--- src/rtl/rvsteel_bus_initiator_pkg.sv ---
// Shared definitions for RISC-V Steel I/O bus initiators: FSM encoding and
// response error codes.
package rvsteel_bus_initiator_pkg;

  typedef enum logic [1:0] {
    StIdle = 2'd0,
    StWait = 2'd1,
    StResp = 2'd2
  } state_t;

  localparam logic RspOk    = 1'b0;
  localparam logic RspError = 1'b1;

  function automatic logic is_word_aligned(input logic [1:0] addr_lsb);
    return addr_lsb == 2'b00;
  endfunction

endpackage

--- src/rtl/rvsteel_bus_initiator.sv ---
// Single-outstanding initiator for the RISC-V Steel memory-mapped I/O bus.
// Commands arrive on a valid/ready port; responses or errors leave on another.
module rvsteel_bus_initiator
  import rvsteel_bus_initiator_pkg::*;
#(
  parameter int unsigned ADDR_WIDTH     = 32,
  parameter int unsigned TIMEOUT_CYCLES = 16
) (
  input  logic                  clock,
  input  logic                  reset,
  input  logic                  cmd_valid,
  output logic                  cmd_ready,
  input  logic                  cmd_write,
  input  logic [ADDR_WIDTH-1:0] cmd_address,
  input  logic [31:0]           cmd_wdata,
  input  logic [3:0]            cmd_strobe,
  output logic                  rsp_valid,
  input  logic                  rsp_ready,
  output logic [31:0]           rsp_rdata,
  output logic                  rsp_error,
  output logic [ADDR_WIDTH-1:0] rw_address,
  input  logic [31:0]           read_data,
  output logic                  read_request,
  input  logic                  read_response,
  output logic [31:0]           write_data,
  output logic [3:0]            write_strobe,
  output logic                  write_request,
  input  logic                  write_response
);

  localparam int unsigned CntW = (TIMEOUT_CYCLES == 0) ? 1 : $clog2(TIMEOUT_CYCLES + 1);

  state_t                r_state, w_state;
  logic [CntW-1:0]       r_cnt, w_cnt;
  logic                  r_cmd_ready, w_cmd_ready;
  logic                  r_rsp_valid, w_rsp_valid;
  logic [31:0]           r_rsp_rdata, w_rsp_rdata;
  logic                  r_rsp_error, w_rsp_error;
  logic                  r_rd_req, w_rd_req;
  logic                  r_wr_req, w_wr_req;
  logic [ADDR_WIDTH-1:0] r_addr, w_addr;
  logic [31:0]           r_wdata, w_wdata;
  logic [3:0]            r_strobe, w_strobe;
  logic                  r_write, w_write;

  logic w_bus_rsp;
  logic w_timeout;

  // Only the response type matching the issued request completes it.
  assign w_bus_rsp = r_write ? write_response : read_response;
  assign w_timeout = (TIMEOUT_CYCLES != 0) && ((32'(r_cnt) + 32'd1) == TIMEOUT_CYCLES);

  always_comb begin
    w_state     = r_state;
    w_cnt       = r_cnt;
    w_cmd_ready = 1'b0;
    w_rsp_valid = 1'b0;
    w_rsp_rdata = r_rsp_rdata;
    w_rsp_error = r_rsp_error;
    w_rd_req    = 1'b0;
    w_wr_req    = 1'b0;
    w_addr      = r_addr;
    w_wdata     = r_wdata;
    w_strobe    = r_strobe;
    w_write     = r_write;
    unique case (r_state)
      StIdle: begin
        w_cmd_ready = 1'b1;
        if (r_cmd_ready && cmd_valid) begin
          w_cmd_ready = 1'b0;
          w_addr      = cmd_address;
          w_wdata     = cmd_wdata;
          w_strobe    = cmd_strobe;
          w_write     = cmd_write;
          if (!is_word_aligned(cmd_address[1:0])) begin
            w_state     = StResp;
            w_rsp_valid = 1'b1;
            w_rsp_error = RspError;
            w_rsp_rdata = 32'd0;
          end else begin
            w_state  = StWait;
            w_rd_req = !cmd_write;
            w_wr_req = cmd_write;
          end
        end
      end
      StWait: begin
        // A response in the same cycle as the timeout takes priority.
        if (w_bus_rsp) begin
          w_state     = StResp;
          w_rsp_valid = 1'b1;
          w_rsp_error = RspOk;
          w_rsp_rdata = r_write ? 32'd0 : read_data;
          w_cnt       = '0;
        end else if (w_timeout) begin
          w_state     = StResp;
          w_rsp_valid = 1'b1;
          w_rsp_error = RspError;
          w_rsp_rdata = 32'd0;
          w_cnt       = '0;
        end else begin
          w_cnt = r_cnt + 1'b1;
        end
      end
      StResp: begin
        w_rsp_valid = 1'b1;
        if (rsp_ready) begin
          w_state     = StIdle;
          w_rsp_valid = 1'b0;
          w_cmd_ready = 1'b1;
        end
      end
      default: w_state = StIdle;
    endcase
  end

  always_ff @(posedge clock) begin
    if (!reset) begin
      r_state     <= StIdle;
      r_cnt       <= '0;
      r_cmd_ready <= 1'b0;
      r_rsp_valid <= 1'b0;
      r_rsp_rdata <= 32'd0;
      r_rsp_error <= 1'b0;
      r_rd_req    <= 1'b0;
      r_wr_req    <= 1'b0;
      r_addr      <= '0;
      r_wdata     <= 32'd0;
      r_strobe    <= 4'd0;
      r_write     <= 1'b0;
    end else begin
      r_state     <= w_state;
      r_cnt       <= w_cnt;
      r_cmd_ready <= w_cmd_ready;
      r_rsp_valid <= w_rsp_valid;
      r_rsp_rdata <= w_rsp_rdata;
      r_rsp_error <= w_rsp_error;
      r_rd_req    <= w_rd_req;
      r_wr_req    <= w_wr_req;
      r_addr      <= w_addr;
      r_wdata     <= w_wdata;
      r_strobe    <= w_strobe;
      r_write     <= w_write;
    end
  end

  assign cmd_ready     = r_cmd_ready;
  assign rsp_valid     = r_rsp_valid;
  assign rsp_rdata     = r_rsp_rdata;
  assign rsp_error     = r_rsp_error;
  assign rw_address    = r_addr;
  assign write_data    = r_wdata;
  assign write_strobe  = r_strobe;
  assign read_request  = r_rd_req;
  assign write_request = r_wr_req;

endmodule

--- config.mk ---
export PLATFORM = sky130hd
export DESIGN_NAME = rvsteel_bus_initiator
export DESIGN_NICKNAME = d
export VERILOG_FILES = /design/src/rtl/rvsteel_bus_initiator_pkg.sv /design/src/rtl/rvsteel_bus_initiator.sv
export SDC_FILE = /design/constraint.sdc
export NUM_CORES = 1
export LEC_CHECK = 0
export ABC_AREA = 0
export CAP_MARGIN = 15
export CORE_ASPECT_RATIO = 1.25
export CORE_MARGIN = 3
export CORE_UTILIZATION = 44
export DETAILED_ROUTE_END_ITERATION = 10
export HOLD_SLACK_MARGIN = 0.12
export PLACE_DENSITY = 0.95
export REMOVE_ABC_BUFFERS = 1
export SYNTH_ARGS = -nofsm -noshare
export SYNTH_HDL_FRONTEND = slang
export SYNTH_SLANG_ARGS = --single-unit
export TNS_END_PERCENT = 10
--- constraint.sdc ---
create_clock -name clock -period 2.5 [get_ports clock]
set_clock_uncertainty 0.15 [all_clocks]
set_input_delay 0.5 -clock clock [delete_from_list [all_inputs] [get_ports clock]]
set_output_delay 0.5 -clock clock [all_outputs]
set_load 0.05 [all_outputs]
==> results of run 1 <==
## cell type report
class | instances | area [um^2]
inverters | 4 | 15.01
clock inverters | 11 | 165.2
fillers | 642 | 2572
repair buffers | 219 | 2205
multi-input cells | 354 | 1849
clock buffers | 19 | 432.9
well taps | 126 | 157.7
flip-flops and latches | 113 | 2262
## cells in the final DEF (no fill, tap or decap), types with 4 or more instances in the layout
master,instances
o21ai_1,30
o21ai_0,5
nand2_1,166
a21oi_2,10
a21oi_1,66
buf_4,5
clkdlybuf4s50_1,210
bufinv_16,4
clkinvlp_4,4
a32oi_1,32
dfxtp_1,113
nand2_2,10
clkbuf_16,17
nor2_1,8
## through the flow
step,cells,area (um^2)
2_1_floorplan,471,4125
3_3_place_gp,816,6489
3_5_place_dp,816,6489
4_1_cts,846,7087
5_1_grt,846,7087
6_report,846,7087
## flip-flops by register name, summed over array words and instances (netlist names)
signal and count:
r_write 1, write_strobe 4, rsp_rdata 32, rsp_valid 1, write_data 32, r_state 2, read_request 1, cmd_ready 1
rsp_error 1, rw_address 32, write_request 1, r_cnt 5
## worst min-delay path, stage by stage, from the launching register on
cell     delay (ns)
dfxtp_1        0.30
nand2_1        0.05
a21oi_1        0.05
## layer usage
layer	vias to the layer above	global-route usage [%]
met5	-	0
li1	2150	-
met1	2120	25.73
met3	30	10.52
met2	228	39.95
met4	0	9.116
## how the worst min path moves through the flow
stage,from,endpoint,slack (ns),depth (start not counted)
global placement,rw_address[21],rw_address[21],0.29,2
detailed placement,write_data[3],write_data[3],0.30,2
finish,rw_address[25],rw_address[25],0.30,2
CTS,write_data[3],write_data[3],0.31,2
floorplan,r_cnt[2],r_cnt[2],0.30,2
global route,write_data[28],write_data[28],0.32,2
## power breakdown
part           switching (uW)  internal, uW
logic                     459           323
registers                43.4          1870
clock network             798          1650
## kinds of logic after synthesis
group	share of synthesized area, %
AO/OA/AOI/OAI	22.10
adder cells (fa/ha/maj)	0.2866
buffers and inverters	5.847
flip-flops	51.82
multiplexers	0.2579
AND/OR/NAND/NOR	19.69
==> run summary, run 1 <==
Largest net degree at the start of global routing: 72
Vias in the first global route: 4488
Minimum clock period: 2.268 ns
Crit Path Class: flip-flop to output port
Worst path depth: 1
Cells on worst reg2reg path: 4
Iteration count of the initial detailed-routing pass: 4
Fin crit share: 90.71%
Avg Inst Size Synth: 8.526 um^2
Layout Nets: 817
Total power: 5142 uW
Required time of the critical path: 1.85 ns
Postcts setup bufs: 0
Final worst setup slack: 0.2322 ns
CP Capture Point: rsp_rdata[0]
Dpl hpwl: 9121 um
Crit path max-delay family: buffers and inverters
H-tree Lvls: 4
Hold_buf cts: 0
Final hold slack: 0.3025 ns
Endpoints failing setup: 0
Worst path slowest cell: clkdlybuf4s50_1
Final wirelength: 13290 um
Layout area overhead: 62.34%
Worst setup path start: rsp_rdata[0]
Leakage power total: 0.002429 uW
Row cnt: 40
Post-DRT Antenna Nets: 0
Final Max Slew Viols: 0
Cells along the critical path: clkdlybuf4s50_1
Crit-path max cell delay: 0.83 ns
Setup WS pre-CTS: 0.2144 ns
Worst-path clk slew: 0.05 ns
Setup TNS: 0 ns
Slew headroom: 41.44%
FF-to-FF setup slack: 0.40 ns
Synth warn: 0
Worst-margin pin slew: 0.8751 ns
Total Routing Usage GR: 23.77%
Die area: 11160 um^2
Final hold vios: 0
Drt wl/cell: 15.71 um
Synth Flop Type: dfxtp_1
Area leader, netlist: dfxtp_1
Highest metal used: met4
Distinct cells, synth: 39
Setup crit start kind: flip-flop
Util after Layout: 73.37%
Sequential cell area fraction in the yosys report: 51.82%
Largest cells by area after synthesis: dfxtp_1, nand2_1, a21oi_1
Synth Instances: 512
Antenna Cells: 0
Clock sink count: 113
P per Cell Area: 725.6 nW/um^2
Deepest clock path buffer count: 2
Ports: 212
Met2 WL: 6642 um
Maximum vdd drop: 478.8 uV
Worst flop-to-flop path startpoint: r_cnt[1]
Worst-Skew Late Latency: 0.40 ns
# DRC: 0
Die width: 95.09 um
Fraction of registers with async set/reset: 0%
Share of the synthesized area in the top cell type: 51.82%
CP max FO: 3
Share of post-route cells with drive strength above 1: 9.167%
Clk Tree Root Cell: clkbuf_16
Vias/cell: 5.352
RSZ-0062 raised after global routing: false
1st-iter DRT viols: 183
Hold crit path type: flip-flop to flip-flop
Initial Util: 45.19%
IO Port Bufs: 211
Post-cts sizing count: 0
Crit path buf inv count: 1
Total congestion overflow: 0
Initial antenna violation count: 0
GPL Wtd Cong: 0.7477
Worst EP arrival: 1.62 ns
CTS Buf Count: 17
Critical R2R Capture: rsp_rdata[25]
Flops & latches, synth: 113
Status: finished clean
Die Span Y: 117.4 um
Core Region: 9659 um^2
DR WL met3: 1422 um
Global-route wire length before repair: 21040 um
Synth top cells by count: nand2_1, dfxtp_1, a21oi_1, a32oi_1, o21ai_1
Synth Cell Area: 4365 um^2
Most common cell in the netlist: nand2_1
Max cap viols: 0
CTS tree: built
Vias after detailed routing: 4528
Crit. End Element: output port
Post-synth EDFFs: 0
Routed met1 length: 4918 um
Max Fclk: 441.0 MHz
(Power assumes the default switching activity.)
==> inputs of run 2 (changes only) <==
Settings changed: ABC_CLOCK_PERIOD_IN_PS from default to 2500.
==> results of run 2 <==
No change in the layout: final DEF, timing and power equal those of run 1.
==> inputs of run 3 (changes only) <==
Settings changed: MAX_ROUTING_LAYER from default to met4, TNS_END_PERCENT 10 to default.
==> run summary, run 3 (synthesized netlist as in run 1, its figures left out) <==
Post-DRT Antenna Nets: 0 (unchanged)
# DRC: 0 (unchanged)
Total congestion overflow: 0 (unchanged)
Commonest cells after routing, fill and taps aside: clkdlybuf4s50_1, nand2_1, dfxtp_1
Fin crit share: 90.71% (about the same)
H-tree Lvls: 4 (unchanged)
Antenna Cells: 0 (unchanged)
Crit Path Class: flip-flop to output port
Die width: 95.09 um (unchanged)
Pint: 3842 uW (about the same)
Minimum clock period: 2.268 ns (-0.0001350 ns)
Final hold slack: 0.3021 ns (-0.0003330 ns)
Vias after detailed routing: 4526 (-0.044%)
P per Cell Area: 725.7 nW/um^2 (about the same)
Largest net degree at the start of global routing: 72 (unchanged)
Total Routing Usage GR: 24.42% (+0.66 points)
Required time of the critical path: 1.85 ns (about the same)
GPL Wtd Cong: 0.7572 (+1.3%)
Hold_buf cts: 0 (unchanged)
Cells along the critical path: clkdlybuf4s50_1
Final hold vios: 0 (unchanged)
CP max FO: 3 (unchanged)
Hold_sp: rw_address[25]
Final wirelength: 13260 um (-0.24%)
Setup crit start kind: flip-flop
Clk Tree Root Cell: clkbuf_16
Slew headroom: 41.27% (-0.17 points)
Worst setup path start: rsp_rdata[0]
Postcts setup bufs: 0 (unchanged)
CTS Buf Count: 17 (unchanged)
Leakage power total: 0.002429 uW (unchanged)
1st-iter DRT viols: 200 (+9.3%)
Drt wl/cell: 15.67 um (-0.24%)
Crit path max-delay family: buffers and inverters
CTS tree: built
Crit-path max cell delay: 0.83 ns (about the same)
Post-cts sizing count: 0 (unchanged)
Final Max Slew Viols: 0 (unchanged)
Clock power share: 47.5% (about the same)
Core Region: 9659 um^2 (unchanged)
Total power: 5143 uW (about the same)
RSZ-0062 raised after global routing: false
Vias/cell: 5.350 (about the same)
Worst-path clk slew: 0.05 ns (about the same)
Comb power frac: 15.2% (about the same)
IO Port Bufs: 211 (unchanged)
Deepest clock path buffer count: 2 (unchanged)
Iteration count of the initial detailed-routing pass: 5 (+1)
Ports: 212 (unchanged)
Seq pwr share: 37.3% (about the same)
Layout Nets: 817 (unchanged)
Worst EP arrival: 1.62 ns (about the same)
Layout area overhead: 62.34% (unchanged)
Max cap viols: 0 (unchanged)
Dpl hpwl: 9121 um (unchanged)
Vias in the first global route: 4501 (+0.29%)
Share of post-route cells with drive strength above 1: 9.167% (unchanged)
Endpoints failing setup: 0 (unchanged)
Global-route wire length before repair: 20960 um (-0.36%)
Net Sw Power: 1300 uW (about the same)
Worst-Skew Late Latency: 0.40 ns (about the same)
Die area: 11160 um^2 (unchanged)
Util after Layout: 73.37% (unchanged)
Worst-margin pin slew: 0.8776 ns (+0.002521 ns)
Maximum vdd drop: 476.5 uV (-0.47%)
Most common cell after layout, fill and taps aside: clkdlybuf4s50_1
Clock sink count: 113 (unchanged)
Worst flop-to-flop path startpoint: r_cnt[0]
Sw frac: 25.29% (about the same)
Die Span Y: 117.4 um (unchanged)
Initial Util: 45.19% (unchanged)
Initial antenna violation count: 0 (unchanged)
Max Fclk: 441.0 MHz (about the same)
Worst path slowest cell: clkdlybuf4s50_1
Crit path buf inv count: 1 (unchanged)
Hold crit path type: flip-flop to flip-flop
Status: finished clean
Row cnt: 40 (unchanged)
Crit. End Element: output port
==> run 3: final timing paths <==
path	slack [ns]	endpoint	depth (start not counted)
setup reg to reg	0.40	rsp_rdata[25]	4
hold reg to reg	0.30	rw_address[25]	2
setup / recovery	0.23	rsp_rdata[0]	1
hold / removal	0.30	rw_address[25]	2
==> run 3: worst register-to-register path, stage by stage (launching register included) <==
cell     delay, ns
dfxtp_1       0.46
ha_1          0.24
nand2_1       0.15
o21ai_4       0.74
o21ai_0       0.20
==> run 3: power by group through the flow <==
stage                     clock (uW)  sequential, uW  combinational, uW
after floorplan                    0            2180                161
after global placement             0            1950                763
after detailed placement           0            1950                777
after CTS                       2490            1920                784
after global routing            2570            1920                824
final                           2440            1920                782
==> run 3: metal layers <==
layer / global-route usage [%] / share of wire (%)
met1: 27.16 / 38
met3: 8.467 / 9.2
met2: 39.82 / 51
met4: 9.116 / 2.0
met5: - / 0
==> run 3: cell type report <==
| type | instances | area (um^2) |
|---|---|---|
| multi-input combinational | 354 | 1849 |
| inverter | 4 | 15.01 |
| clock inverter | 11 | 165.2 |
| tap | 126 | 157.7 |
| sequential | 113 | 2262 |
| clock buffer | 19 | 432.9 |
| timing repair buffer | 219 | 2205 |
| fill | 642 | 2572 |
==> run 3: stage by stage <==
| stage | setup TNS, ns | cell area [um^2] | worst slack (ns) | std cells |
|---|---|---|---|---|
| after floorplan | -5.366 | 4125 | -0.1278 | 471 |
| after global placement | 0 | 6489 | 0.2620 | 816 |
| after detailed placement | 0 | 6489 | 0.2144 | 816 |
| after CTS | 0 | 7087 | 0.2066 | 846 |
| after global routing | 0 | 7087 | 0.1550 | 846 |
| final | 0 | 7087 | 0.2323 | 846 |
==> patch 1: new RTL, config.mk and constraints of run 3 <==
`TIMEOUT_CYCLES`: 16 -> 32.
--- a/src/rtl/rvsteel_bus_initiator.sv
+++ b/src/rtl/rvsteel_bus_initiator.sv
@@ -4,7 +4,7 @@
   import rvsteel_bus_initiator_pkg::*;
 #(
   parameter int unsigned ADDR_WIDTH     = 32,
-  parameter int unsigned TIMEOUT_CYCLES = 16
+  parameter int unsigned TIMEOUT_CYCLES = 32
 ) (
   input  logic                  clock,
   input  logic                  reset,
Check against the original RTL: same outputs for any inputs over 10 cycles, from zero or initial values and one cycle with reset low; that may be too few to reach the edited logic, so the function may still have changed.
==> patch 1 against run 3 <==
Sequential cell count increased by 1; power decreased by 0.83%; critical path depth unchanged; routed wire length about the same; design area about the same; area after synthesis decreased by 1.7%; worst setup slack improved by 9.7 ps; critical path type unchanged; critical endpoint is now cmd_ready.
==> patch 1: results <==
set metrics [dict create \
    path_delay_family "buffers and inverters" \
    finalMaxSlewViolations 0 \
    grt_pass1_wl_um 20600 \
    ant_nets 0 \
    grt_pass1_vias 4426 \
    yosysMostFrequentCell "nand2_1" \
    numPortBuffers 211 \
    nets 823 \
    synth_cell_types 34 \
    ctsResizeCount 0 \
    ys_async_sr_fraction 0 \
    root_buffer "clkbuf_16" \
    drtIter0Drc 144 \
    place_congestion 0.810 \
    hp-class "register to register" \
    maxCapViolCount 0 \
    track_usage 0.246 \
    syn-instance-count 513 \
    crit_path_max_fanout 4 \
    diodes 0 \
    relSlewSlack 0.627 \
    arrival_ps 1610 \
    cts.path.max_buffers 2 \
    status "completed" \
    synth_warnings 0 \
    ys.flop_type "dfxtp_1" \
    drt_wl_total_um 13300 \
    clkLatencyLatePin_ps 400 \
    grt_start_max_net_pins 53 \
    numCtsBuffers 17 \
    dp_cells 819 \
    ir_drop_mv 0.452 \
    ys_seq_area_frac 0.532 \
    drive_above_1_share 0.0660 \
    drtPass1Iterations 4 \
    synth_area_leaders "dfxtp_1, nand2_1, a21boi_0" \
    synth_top_cells_by_count "nand2_1, dfxtp_1, a21boi_0" \
    htreeDepth 4 \
    num_vias 4261 \
    cellLeakagePower_nw 2.53 \
    n_fill_cell 606 \
    critical-path-slowest-cell "clkdlybuf4s50_1" \
    hpwl_um 9470 \
    post-cts-setup-buffer-count 0 \
    vias_per_cell 5.01 \
    antenna_found_initial 0 \
    path_clk_slew_ps 50 \
    cpPeakStageDelay_ps 840 \
]
-- patch 1: worst paths after layout --
path	slack (ps)	endpoint	cells after the start	startpoint
worst min register to register	310	rsp_rdata[29]	2	rsp_rdata[29]
worst max-delay path	240	cmd_ready	1	cmd_ready
worst min-delay path	310	rsp_rdata[29]	2	rsp_rdata[29]
worst max register to register	320	rsp_rdata[31]	6	r_cnt[0]
-- patch 1: routing by layer --
layer	GRT usage	part of all wire	vias up
met3	0.0786	0.076	26
met5	-	0	-
li1	-	-	2078
met1	0.262	0.39	1963
met2	0.424	0.51	194
met4	0.0973	0.025	0
-- patch 1: layout make-up --
class,instances,area share
clock buffers,21,0.0664
clock inverters,10,0.0187
inverters,1,0.000530
multi-input cells,362,0.261
flip-flops and latches,114,0.322
well taps,123,0.0217
repair buffers,219,0.309
-- patch 1: kinds of logic after synthesis --
family | synth area share
AOI/OAI and AO/OA | 0.194
and+or+nand+nor | 0.227
DFF | 0.532
muxes | 0.00525
buffers and inverters | 0.0391
adders and majority gates | 0.00292
-- patch 1: report_power, final --
part	total, mW	switching (mW)	internal (mW)
Clock	2.41	0.778	1.63
Sequential	1.93	0.0406	1.89
Combinational	0.762	0.436	0.326
-- patch 1: per-stage QoR --
| stage | cell area [sq um] | total power, mW | worst slack [ps] | hold WS [ps] |
|---|---|---|---|---|
| after global placement | 6480 | 2.70 | 195 | 288 |
| after CTS | 7080 | 5.15 | 223 | 307 |
| after global routing | 7080 | 5.28 | 185 | 321 |
| final | 7080 | 5.10 | 242 | 306 |
| after detailed placement | 6480 | 2.72 | 107 | 301 |
| after floorplan | 4130 | 2.33 | -731 | 308 |
==> patch 2: new RTL, settings of run 3 <==
Without the edit above. Reset style: asynchronous (`reset`), changed in one clocked block.
--- a/src/rtl/rvsteel_bus_initiator.sv
+++ b/src/rtl/rvsteel_bus_initiator.sv
@@ -114,7 +114,7 @@
     endcase
   end
 
-  always_ff @(posedge clock) begin
+  always_ff @(posedge clock or negedge reset) begin
     if (!reset) begin
       r_state     <= StIdle;
       r_cnt       <= '0;
Formal check against the unedited RTL: differs if reset is asserted again (counterexample within 4 cycles, from zero or initial values and one cycle with reset low); with reset held inactive, the same outputs for 10 cycles.
==> patch 2 against run 3 <==
Sequential cell count stayed put; design area rose by 14%; count of clock-buffer cells in the layout up 1; critical path type unchanged; worst setup slack worse by 56 ps; worst hold slack gained 48 ps; maximum frequency shrank 2.4%; area after synthesis is 18% higher; die area is 17% higher; routed wire length increased by 33%.
Power is not compared: it rests on default switching activity, and its combinational part moved more than twofold at a synthesized area within 25%.
==> patch 2: results <==
set metrics [dict create \
    ys_seq_area_frac 0.547 \
    grt_use_met2 0.451 \
    worst_r2r_endpoint "rsp_rdata[20]" \
    track_usage 0.275 \
    drtIter0Drc 374 \
    syn_area_per_cell_sq_um 12.1 \
    n_fill_cell 705 \
    finalMaxSlewViolations 0 \
    r2r_setup_slack_ps 670 \
    synth_compound_area_frac 0.119 \
    syn2layout_area_growth_pct 56.4 \
    use_met3 0.119 \
    ys.flop_type "dfrtp_1" \
    rr_startpoint "r_state[0]" \
    synth_cell_types 33 \
    drive_above_1_share 0.205 \
    cts.path.max_buffers 2 \
    met1_usage 0.295 \
    synth-xor-area-share 0 \
    place_congestion 0.853 \
    vias_per_cell 5.70 \
    wl_met3_um 2010 \
    wl_per_cell_um 22.4 \
    grt_pass1_vias 4660 \
    synth_top_cells_by_count "dfrtp_1, mux2_2, nor2b_1" \
    relSlewSlack 0.518 \
    cpPeakStageDelay_ps 890 \
    worst_hold_slack_ps 350 \
    drt_wl_total_um 17600 \
    ctsResizeCount 0 \
    cts_hold_buffers 1 \
    status "completed" \
    crit_path_max_fanout 4 \
    cellLeakagePower_nw 3.12 \
    synth_fa_ha_area_frac 0.00242 \
    grt_pass1_wl_um 26200 \
    diodes 0 \
    routed-wl-met2_um 8750 \
    finalWorstSetupSlack_ps 176 \
    synth.area.mux_share 0.156 \
    drtPass1Iterations 4 \
    whs_endpoint "write_data[1]" \
    ys_async_sr_fraction 1.00 \
    hold_path_depth 1 \
    hpwl_um 12100 \
    routed.top_layer "met4" \
    wl_met1_um 6180 \
    dp_cells 752 \
    crit_start "rsp_rdata[4]" \
    nets 745 \
    antenna_found_initial 0 \
    hp-start "write_data[1]" \
    synth_area_leaders "dfrtp_1, mux2_2, nor3b_1" \
    cp-endpoint "rsp_rdata[4]" \
    post-place-ws_ps 189 \
    ff2ff_path_depth 5 \
    placed_cell_area_sq_mm 0.00750 \
    grt_start_max_net_pins 54 \
]
## patch 2: cell type report
class | instances | area, sq um | area share
Clock inverter | 12 | 110 | 0.0136
Sequential cell | 113 | 2830 | 0.350
Timing Repair Buffer | 228 | 2310 | 0.286
Tap cell | 135 | 169 | 0.0209
Multi-Input combinational cell | 275 | 2190 | 0.271
Inverter | 2 | 7.51 | 0.000929
Clock buffer | 20 | 457 | 0.0565
## patch 2: where the power goes
group          internal, mW  switching, mW  leakage (nW)
clock                  1.42          0.859         0.257
combinational          2.84           4.72          1.59
sequential             2.73          0.712          1.27
## patch 2: cell families after synthesis
family | after synthesis
and+or+nand+nor | 121
muxes | 72
buffers and inverters | 39
AOI/OAI and AO/OA | 81
adders and majority gates | 1
DFF | 113
## patch 2: worst register-to-register path: stages (launching register included)
cell and delay [ps]:
dfrtp_1 400, and4bb_4 440, o21ai_4 110, buf_12 190, a221oi_1 290, o21ai_1 130
